<file path="src/rtl/kbd_pkg.sv">
// Shared constants and types for the PS/2 key-code display: segment codes,
// default refresh divider and the digit index type.
package kbd_pkg;

    localparam logic [6:0] SEG_BLANK           = 7'h7F;
    localparam int         REFRESH_DIV_DEFAULT = 100000;

    typedef logic [1:0] digit_idx_t;

    // Active-low {g,f,e,d,c,b,a}; entry 15 (F) first, entry 0 last.
    localparam logic [15:0][6:0] HEX_SEG = {
        7'h0E, 7'h06, 7'h21, 7'h46, 7'h03, 7'h08, 7'h10, 7'h00,
        7'h78, 7'h02, 7'h12, 7'h19, 7'h30, 7'h24, 7'h79, 7'h40
    };

endpackage

</file>
<file path="src/rtl/key_display_mux_if.sv">
// Bundle of the PS/2 key input and the 7-segment display outputs.
interface key_display_mux_if;
    import kbd_pkg::*;

    logic [7:0] keyPressed;
    logic       kpSignal;
    logic [6:0] seg;
    logic [3:0] an;
    logic       dp;
    logic       newKey;
    logic [7:0] curCode;

    modport master (
        output keyPressed, kpSignal,
        input  seg, an, dp, newKey, curCode
    );

    modport slave (
        input  keyPressed, kpSignal,
        output seg, an, dp, newKey, curCode
    );

endinterface

</file>
<file path="src/rtl/hex_to_seg7.sv">
// Combinational hex nibble to active-low 7-segment pattern lookup.
module hex_to_seg7
    import kbd_pkg::*;
(
    input  logic [3:0] nib_i,
    output logic [6:0] seg_o
);

    assign seg_o = HEX_SEG[nib_i];

endmodule

</file>
<file path="src/rtl/key_display_mux.sv">
// Captures PS/2 scan codes into a 2-deep history and scans them as hex
// across a 4-digit multiplexed 7-segment display.
module key_display_mux
    import kbd_pkg::*;
#(
    parameter int REFRESH_DIV = REFRESH_DIV_DEFAULT,
    parameter bit BLANK_EMPTY = 1'b1
) (
    input  logic           clk,
    input  logic           rst_n,
    key_display_mux_if.slave bus
);

    localparam int DIV_W = $clog2(REFRESH_DIV);

    logic             s1_q, s2_q, s3_q;
    logic             new_key_q;
    logic [7:0]       cur_q, prev_q;
    logic             vcur_q, vprev_q;
    logic [DIV_W-1:0] div_q;
    digit_idx_t       idx_q;
    logic [6:0]       seg_q;
    logic [3:0]       an_q;

    logic       cap;
    logic       div_wrap;
    logic [3:0] nib_d;
    logic       valid_d;
    logic [6:0] hex_seg;
    logic [6:0] seg_d;
    logic [3:0] an_d;

    // Rising edge of the synchronized strobe; s3 is only an edge-detect copy.
    assign cap      = s2_q & ~s3_q;
    assign div_wrap = (div_q == DIV_W'(REFRESH_DIV - 1));

    always_comb begin
        nib_d   = 4'h0;
        valid_d = 1'b0;
        case (idx_q)
            2'd0: begin nib_d = cur_q[3:0];  valid_d = vcur_q;  end
            2'd1: begin nib_d = cur_q[7:4];  valid_d = vcur_q;  end
            2'd2: begin nib_d = prev_q[3:0]; valid_d = vprev_q; end
            2'd3: begin nib_d = prev_q[7:4]; valid_d = vprev_q; end
            default: ;
        endcase
    end

    hex_to_seg7 u_hex (
        .nib_i (nib_d),
        .seg_o (hex_seg)
    );

    assign seg_d = (BLANK_EMPTY && !valid_d) ? SEG_BLANK : hex_seg;
    assign an_d  = ~(4'b0001 << idx_q);

    always_ff @(posedge clk or negedge rst_n) begin
        if (!rst_n) begin
            s1_q      <= 1'b0;
            s2_q      <= 1'b0;
            s3_q      <= 1'b0;
            new_key_q <= 1'b0;
            cur_q     <= 8'h00;
            prev_q    <= 8'h00;
            vcur_q    <= 1'b0;
            vprev_q   <= 1'b0;
            div_q     <= '0;
            idx_q     <= '0;
            seg_q     <= SEG_BLANK;
            an_q      <= 4'hF;
        end else begin
            s1_q      <= bus.kpSignal;
            s2_q      <= s1_q;
            s3_q      <= s2_q;
            new_key_q <= cap;
            if (cap) begin
                prev_q  <= cur_q;
                vprev_q <= vcur_q;
                cur_q   <= bus.keyPressed;
                vcur_q  <= 1'b1;
            end
            if (div_wrap) begin
                div_q <= '0;
                idx_q <= idx_q + 2'd1;
            end else begin
                div_q <= div_q + DIV_W'(1);
            end
            seg_q <= seg_d;
            an_q  <= an_d;
        end
    end

    assign bus.seg     = seg_q;
    assign bus.an      = an_q;
    assign bus.dp      = 1'b1;
    assign bus.newKey  = new_key_q;
    assign bus.curCode = cur_q;

endmodule

</file>
<file path="src/flat_wrapper.sv">
// flat-port wrapper written by rule: the top's interface ports become plain ports
module key_display_mux_flat import kbd_pkg::*;
#(
    parameter int REFRESH_DIV = REFRESH_DIV_DEFAULT,
    parameter bit BLANK_EMPTY = 1'b1
)
  (clk, rst_n, bus_keyPressed, bus_kpSignal, bus_seg, bus_an, bus_dp, bus_newKey, bus_curCode);
  key_display_mux_if bus_i ();
  input  logic clk;
  input  logic rst_n;
  input wire logic [$bits(bus_i.keyPressed)-1:0] bus_keyPressed;
  input wire logic [$bits(bus_i.kpSignal)-1:0] bus_kpSignal;
  output wire logic [$bits(bus_i.seg)-1:0] bus_seg;
  output wire logic [$bits(bus_i.an)-1:0] bus_an;
  output wire logic [$bits(bus_i.dp)-1:0] bus_dp;
  output wire logic [$bits(bus_i.newKey)-1:0] bus_newKey;
  output wire logic [$bits(bus_i.curCode)-1:0] bus_curCode;
  assign bus_i.keyPressed = bus_keyPressed;
  assign bus_i.kpSignal = bus_kpSignal;
  assign bus_seg = bus_i.seg;
  assign bus_an = bus_i.an;
  assign bus_dp = bus_i.dp;
  assign bus_newKey = bus_i.newKey;
  assign bus_curCode = bus_i.curCode;
  key_display_mux #(.REFRESH_DIV(REFRESH_DIV), .BLANK_EMPTY(BLANK_EMPTY)) u_core (.clk(clk), .rst_n(rst_n), .bus(bus_i));
endmodule
</file>
<file path="config.mk">
export PLATFORM = sky130hd
export DESIGN_NAME = key_display_mux_flat
export DESIGN_NICKNAME = d
export VERILOG_FILES = /design/src/rtl/kbd_pkg.sv /design/src/rtl/key_display_mux_if.sv /design/src/rtl/hex_to_seg7.sv /design/src/rtl/key_display_mux.sv /design/src/flat_wrapper.sv
export SDC_FILE = /design/constraint.sdc
export NUM_CORES = 1
export LEC_CHECK = 0
export CORE_MARGIN = 8
export CORE_UTILIZATION = 54
export DETAILED_ROUTE_END_ITERATION = 10
export PLACE_DENSITY_LB_ADDON = 0.08
export SLEW_MARGIN = 40
export SYNTH_ARGS = -nofsm -noshare
export SYNTH_HDL_FRONTEND = slang
export SYNTH_SLANG_ARGS = --single-unit
</file>
<file path="constraint.sdc">
create_clock -name clk -period 2.94 [get_ports clk]
set_input_delay 0.294 -clock clk [delete_from_list [all_inputs] [get_ports clk]]
set_output_delay 0.294 -clock clk [all_outputs]
set_load 0.02 [all_outputs]
</file>
Yosys cells after proc, flatten, opt, wreduce, memory -nomap -nowiden
Memory sizes are Yosys's and may differ from the RTL's.
Cells that the tools add are included.
Cells by class
  $add $sub $neg: 2
  $lt $le $gt $ge: 1
  eq/ne operators: 4
  shifts and indexed selects: 1
  mux-type cells: 5
  bitwise operators: 3
  reduce and logical (&&, ||, !) cells: 3
Operators with widths (count)
  $add A17 B1 Y17 const B: 1
  $eq A17 B17 Y1 const B: 1
  $mux W17: 1
  $pmux W4 S4: 1
  $mux W7: 2
  $lt A4 B5 Y1 const B: 1
  $eq A2 B2 Y1 const B: 2
  $not A4 Y4: 1
  $reduce_or A2 Y1: 2
  $shl A1 B2 Y4 const A: 1
  $add A2 B1 Y2 const B: 1
  $eq A2 B1 Y1 const B: 1
  $logic_not A2 Y1: 1
  $pmux W1 S2: 1
  $and A1 B1 Y1: 1
  $not A1 Y1: 1
Word-level totals
  bits in registers: 52
  ROM bits: 112
  input port bits: 11
  output and inout bits: 21
  memories: 1
Memory list
  (no name shown): depth 16, bits a word 7, read ports 1, clocked after Yosys merged registers in 0, write ports 0, RTL line hex_to_seg7.sv:9  | assign seg_o = HEX_SEG[nib_i];

Depth between registers and ports, before layout
  depth after elaboration: 5
  mapped depth: 10
  depth with buffers taken out: 9

By module
Synthesis repeated with hierarchy kept, for this count alone.
Unflattened totals
  cell total of the unflattened synthesis: 205
  area total of the unflattened synthesis: 2457.4 sq um
By module, submodules not included
  key_display_mux: times used 1, cells an instance 173, area each 2182.1 sq um, seq. area each 1315.0 sq um
  hex_to_seg7: times used 1, cells an instance 32, area each 275.3 sq um, seq. area each 0.0 sq um

Worst setup path before layout
Ideal clock, no wire load.
  kind: register to register
  start point: register u_core.idx_q[0]
  end point: register u_core.seg_q[3] (netlist: u_core.bus.seg[3])
  library setup time: 0.101 ns
  data arrival time: 2.011 ns
  required time: 2.839 ns
  setup slack: 0.829 ns
  stages on the path, launching flop included: 11
  period minus slack after synthesis: 2.111 ns
  path through: dfrtp_1 -> inv_1 -> ha_1 -> buf_2 -> nor2b_1 -> a21oi_1 -> inv_1 -> ha_1 -> a211oi_1 -> a2111oi_0 -> a31oi_1
On the way
  longest elaborated chain between the ends: 5
Ends and longest elaborated chain
  start: declaration: RTL line key_display_mux.sv:21  | digit_idx_t idx_q;
  start signal: assignment: RTL line key_display_mux.sv:84  | idx_q <= idx_q + 2'd1;
  $eq A2 B2 Y1, or another cell as far along: RTL line key_display_mux.sv:40  | case (idx_q)
  $pmux W4 S4: RTL line key_display_mux.sv:40
  $mem_v2 Z16 W7
  $mux W7 (implied by the code): RTL line hex_to_seg7.sv:9
  $mux W7 *: RTL line key_display_mux.sv:54  | assign seg_d = (BLANK_EMPTY && !valid_d) ? SEG_BLANK : hex_seg;
  via u_core.seg_d[3]: RTL line key_display_mux.sv:30  | logic [6:0] seg_d;
  end signal: assignment: RTL line key_display_mux.sv:88  | seg_q <= seg_d;
  end: declaration: RTL line key_display_mux.sv:22  | logic [6:0] seg_q;
Mark *: on every way through the listed nets, which the timed path passes. The rest lies on a longest branch. The select of a mux whose other input is x is not followed.
A chain may end at the register's enable or synchronous reset.

Worst setup path in the final report
Same ends and word-level chain as after synthesis.

==> impl_metrics.yaml <==
setup_path:
  worst_setup_path_end_kind: "flip-flop"
  cp.arrival_ns: 2.64
  cp_max_fo: 8
  crit_buf_inv: 3
  critical_path.cell_chain: "inv_1, ha_1, inv_1, a21oi_1, inv_1, ha_1, a211oi_1, a2111oi_0, a31oi_1"
  worst_path_max_delay_cell: "dfrtp_1"
  crit_path_max_incr_delay_ns: 0.41
  critical_path.top_delay_family: "compound AO/OA/AOI/OAI gates"
  criticalPathCategory: "reg2reg"
  cp.required_ns: 3.15
  cp-start-kind: "flip-flop"
  critical-path-top-cell-by-count: "inv_1"
synth:
  synth.cell_area_um2: 2400
  netlist-cell-type-count: 42
  edff_count_synth: 0
  async_flop_share_pct: 100
  synthesis.instances: 198
  average_cell_area_after_synthesis_um2: 12.1
  ys_warn_count: 0
  seq_total_area_yosys_pct: 54.7
  ys_seq_elements: 52
  synth.net_count: 221
  synth_flop_cell: "dfrtp_1"
die:
  die-width_um: 82.7
  floorplan.core_area_um2: 4320
  chipHeight_um: 82.7
  floorplan.initialDensity_pct: 55.6
  placement_rows: 24
  floorplan.die_area_um2: 6850
  floorplan.io_pins: 32
global_routing:
  grt_max_degree: 53
  grt_pass1_wl_um: 7810
  overflow: 0
  track_usage_pct: 14.7
  grt_antenna_before_repair: 0
  first_global_vias: 1651
sta:
  slew-limit-headroom_pct: 58.2
  layout_worst_path_cycle_share_pct: 82.4
  fin_tns_setup_ns: 0
  fin_worst_hold_slack_ns: 0.00290
  setup_viol: 0
  drv_slew: 0
  setup_repair_after_global_routing_missed_its_margin: "false"
  worstMarginPinSlew_ns: 0.627
  clock-skew-final_ns: 0.00503
  clock.fmax_mhz: 413
  post-route-min-period_ns: 2.42
  hold_viol_final: 0
cells_and_area:
  mostFrequentLayoutCell: "dfrtp_1"
  final_cell_mix: "dfrtp_1 (41), clkdlybuf4s50_1 (29), mux2_2 (17)"
  antenna-diode-count: 0
  final_net_count: 255
  drive_gt1_share_pct: 19.3
  finalNonFillerCells: 285
  synthToLayoutAreaGrowth_pct: 19.0
clock_tree:
  cts_htree_levels: 2
  cts_tree: "built"
  cts.sinks: 52
  insertion_delay_ns: 0.30
  ctsLongestPathBuffers: 2
  post-cts-setup-buffer-count: 0
  cts_resized: 0
  numCtsBuffers: 5
  cts_hold_repair.buffers: 0
  ctsRootBufferMaster: "clkbuf_8"
  clkTransAtPathRegs_ns: 0.09
drt:
  met3_wirelength_um: 211
  drc_errors: 0
  dr_total_vias: 1619
  final_antenna_net_count: 0
  routed_wire_length_um: 4570
  route.top_layer_used: "met4"
  wl_met1_um: 1850
  met2_length_um: 2440
  drt_pre_antenna_iters: 4
  routed_wire_length_per_instance_um: 16.0
  route.detailed.vias_per_inst: 5.68
  drt-initial-drc-count: 73
power:
  total_power_mw: 1.64
  total_leakage_power_nw: 1.21
  powerDensity_nw_per_um2: 573
  ir_drop_v: 0.000326
place:
  place.port_buffers: 30
  finalWeightedCongestion: 0.897
  placed_cells: 277
  detailed_placement_wirelength_estimate_um: 3360
status:
  outcome: "finished clean"
run:
  maxCapViolCount: 0
worst_hold_path:
  hold_class: "in2async"
## registers in the layout, summed over array words and instances, names as in the netlist, 2 cells and up
register	count
u_core.idx_q	2
u_core.prev_q	8
u_core.bus.curCode	8
u_core.bus.an	4
u_core.bus.seg	7
u_core.div_q	17
## per-stage QoR
| stage | setup slack, ns | utilization, % | cell area [um2] |
|---|---|---|---|
| after CTS | 0.500 | 66.2 | 2860 |
| after global routing | 0.243 | 66.2 | 2860 |
| after detailed placement | 0.535 | 63.5 | 2750 |
| after floorplan | 0.829 | - | 2400 |
| final | 0.516 | 66.2 | 2860 |
| after global placement | 0.663 | 63.5 | 2750 |
## metal layers
layer	GRT usage [%]	vias to the layer above
met5	0	-
met3	3.57	7
met4	4.66	0
li1	-	768
met2	26.3	30
met1	16.7	814
## report_power, final
group          switching, mW  internal [mW]
clock network          0.232          0.256
logic                  0.159          0.156
registers             0.0380          0.799
total                  0.429           1.21
## worst reg2reg max path, stage by stage, from the launching register on
cell       delay [ns]
dfrtp_1          0.41
inv_1            0.14
ha_1             0.33
inv_1            0.13
a21oi_1          0.37
inv_1            0.18
ha_1             0.33
a211oi_1         0.05
a2111oi_0        0.32
a31oi_1          0.08
## logic make-up after synthesis
logic type | synth area share, %
flip-flops | 54.7
AND/OR/NAND/NOR | 11.3
AO/OA/AOI/OAI | 8.38
multiplexers | 10.5
buffers and inverters | 3.33
XOR/XNOR | 5.46
adder cells (fa/ha/maj) | 6.24
other | 0.156
## synthesized netlist by cell type (all sizes together), types with 2 or more instances
master / count / area, um2
nor3: 4 / 20.0
and4: 3 / 26.3
xor2: 4 / 35.0
nand2: 10 / 37.5
a22oi: 2 / 20.0
o221ai: 2 / 17.5
mux2: 17 / 191
a211oi: 3 / 22.5
buf: 3 / 27.5
o21ai: 4 / 20.0
a21oi: 5 / 25.0
clkbuf: 2 / 7.51
nor2: 13 / 51.3
nor4bb: 2 / 20.0
a31oi: 2 / 12.5
nor2b: 3 / 18.8
dfrtp: 41 / 1030
xnor2: 11 / 96.3
mux2i: 6 / 60.1
inv: 12 / 45.0
nand3: 7 / 35.0
a222oi: 2 / 20.0
ha: 12 / 150
dfstp: 11 / 289
nand4: 4 / 25.0
## path summary, 6_finish.rpt
check	startpoint	end	slack, ns	cells after the start
worst max-delay path	u_core.idx_q[0]	u_core.bus.seg[3]	0.52	9
min in group clk	u_core.s1_q	u_core.s2_q	0.37	0
max in group asynchronous	rst_n	u_core.div_q[16]	2.52	1
worst min register to register	u_core.s1_q	u_core.s2_q	0.37	0
worst max register to register	u_core.idx_q[0]	u_core.bus.seg[3]	0.52	9
worst min-delay path	rst_n	u_core.prev_q[1]	0.003	1
## cell type report
class,instances,area (um2)
multi-input cells,129,1010
fillers,345,1460
repair buffers,32,313
clock buffers,5,68.8
inverters,12,45.0
well taps,52,65.1
flip-flops and latches,52,1320
clock inverters,3,46.3
No activity file was read; power rests on OpenSTA's default activity.
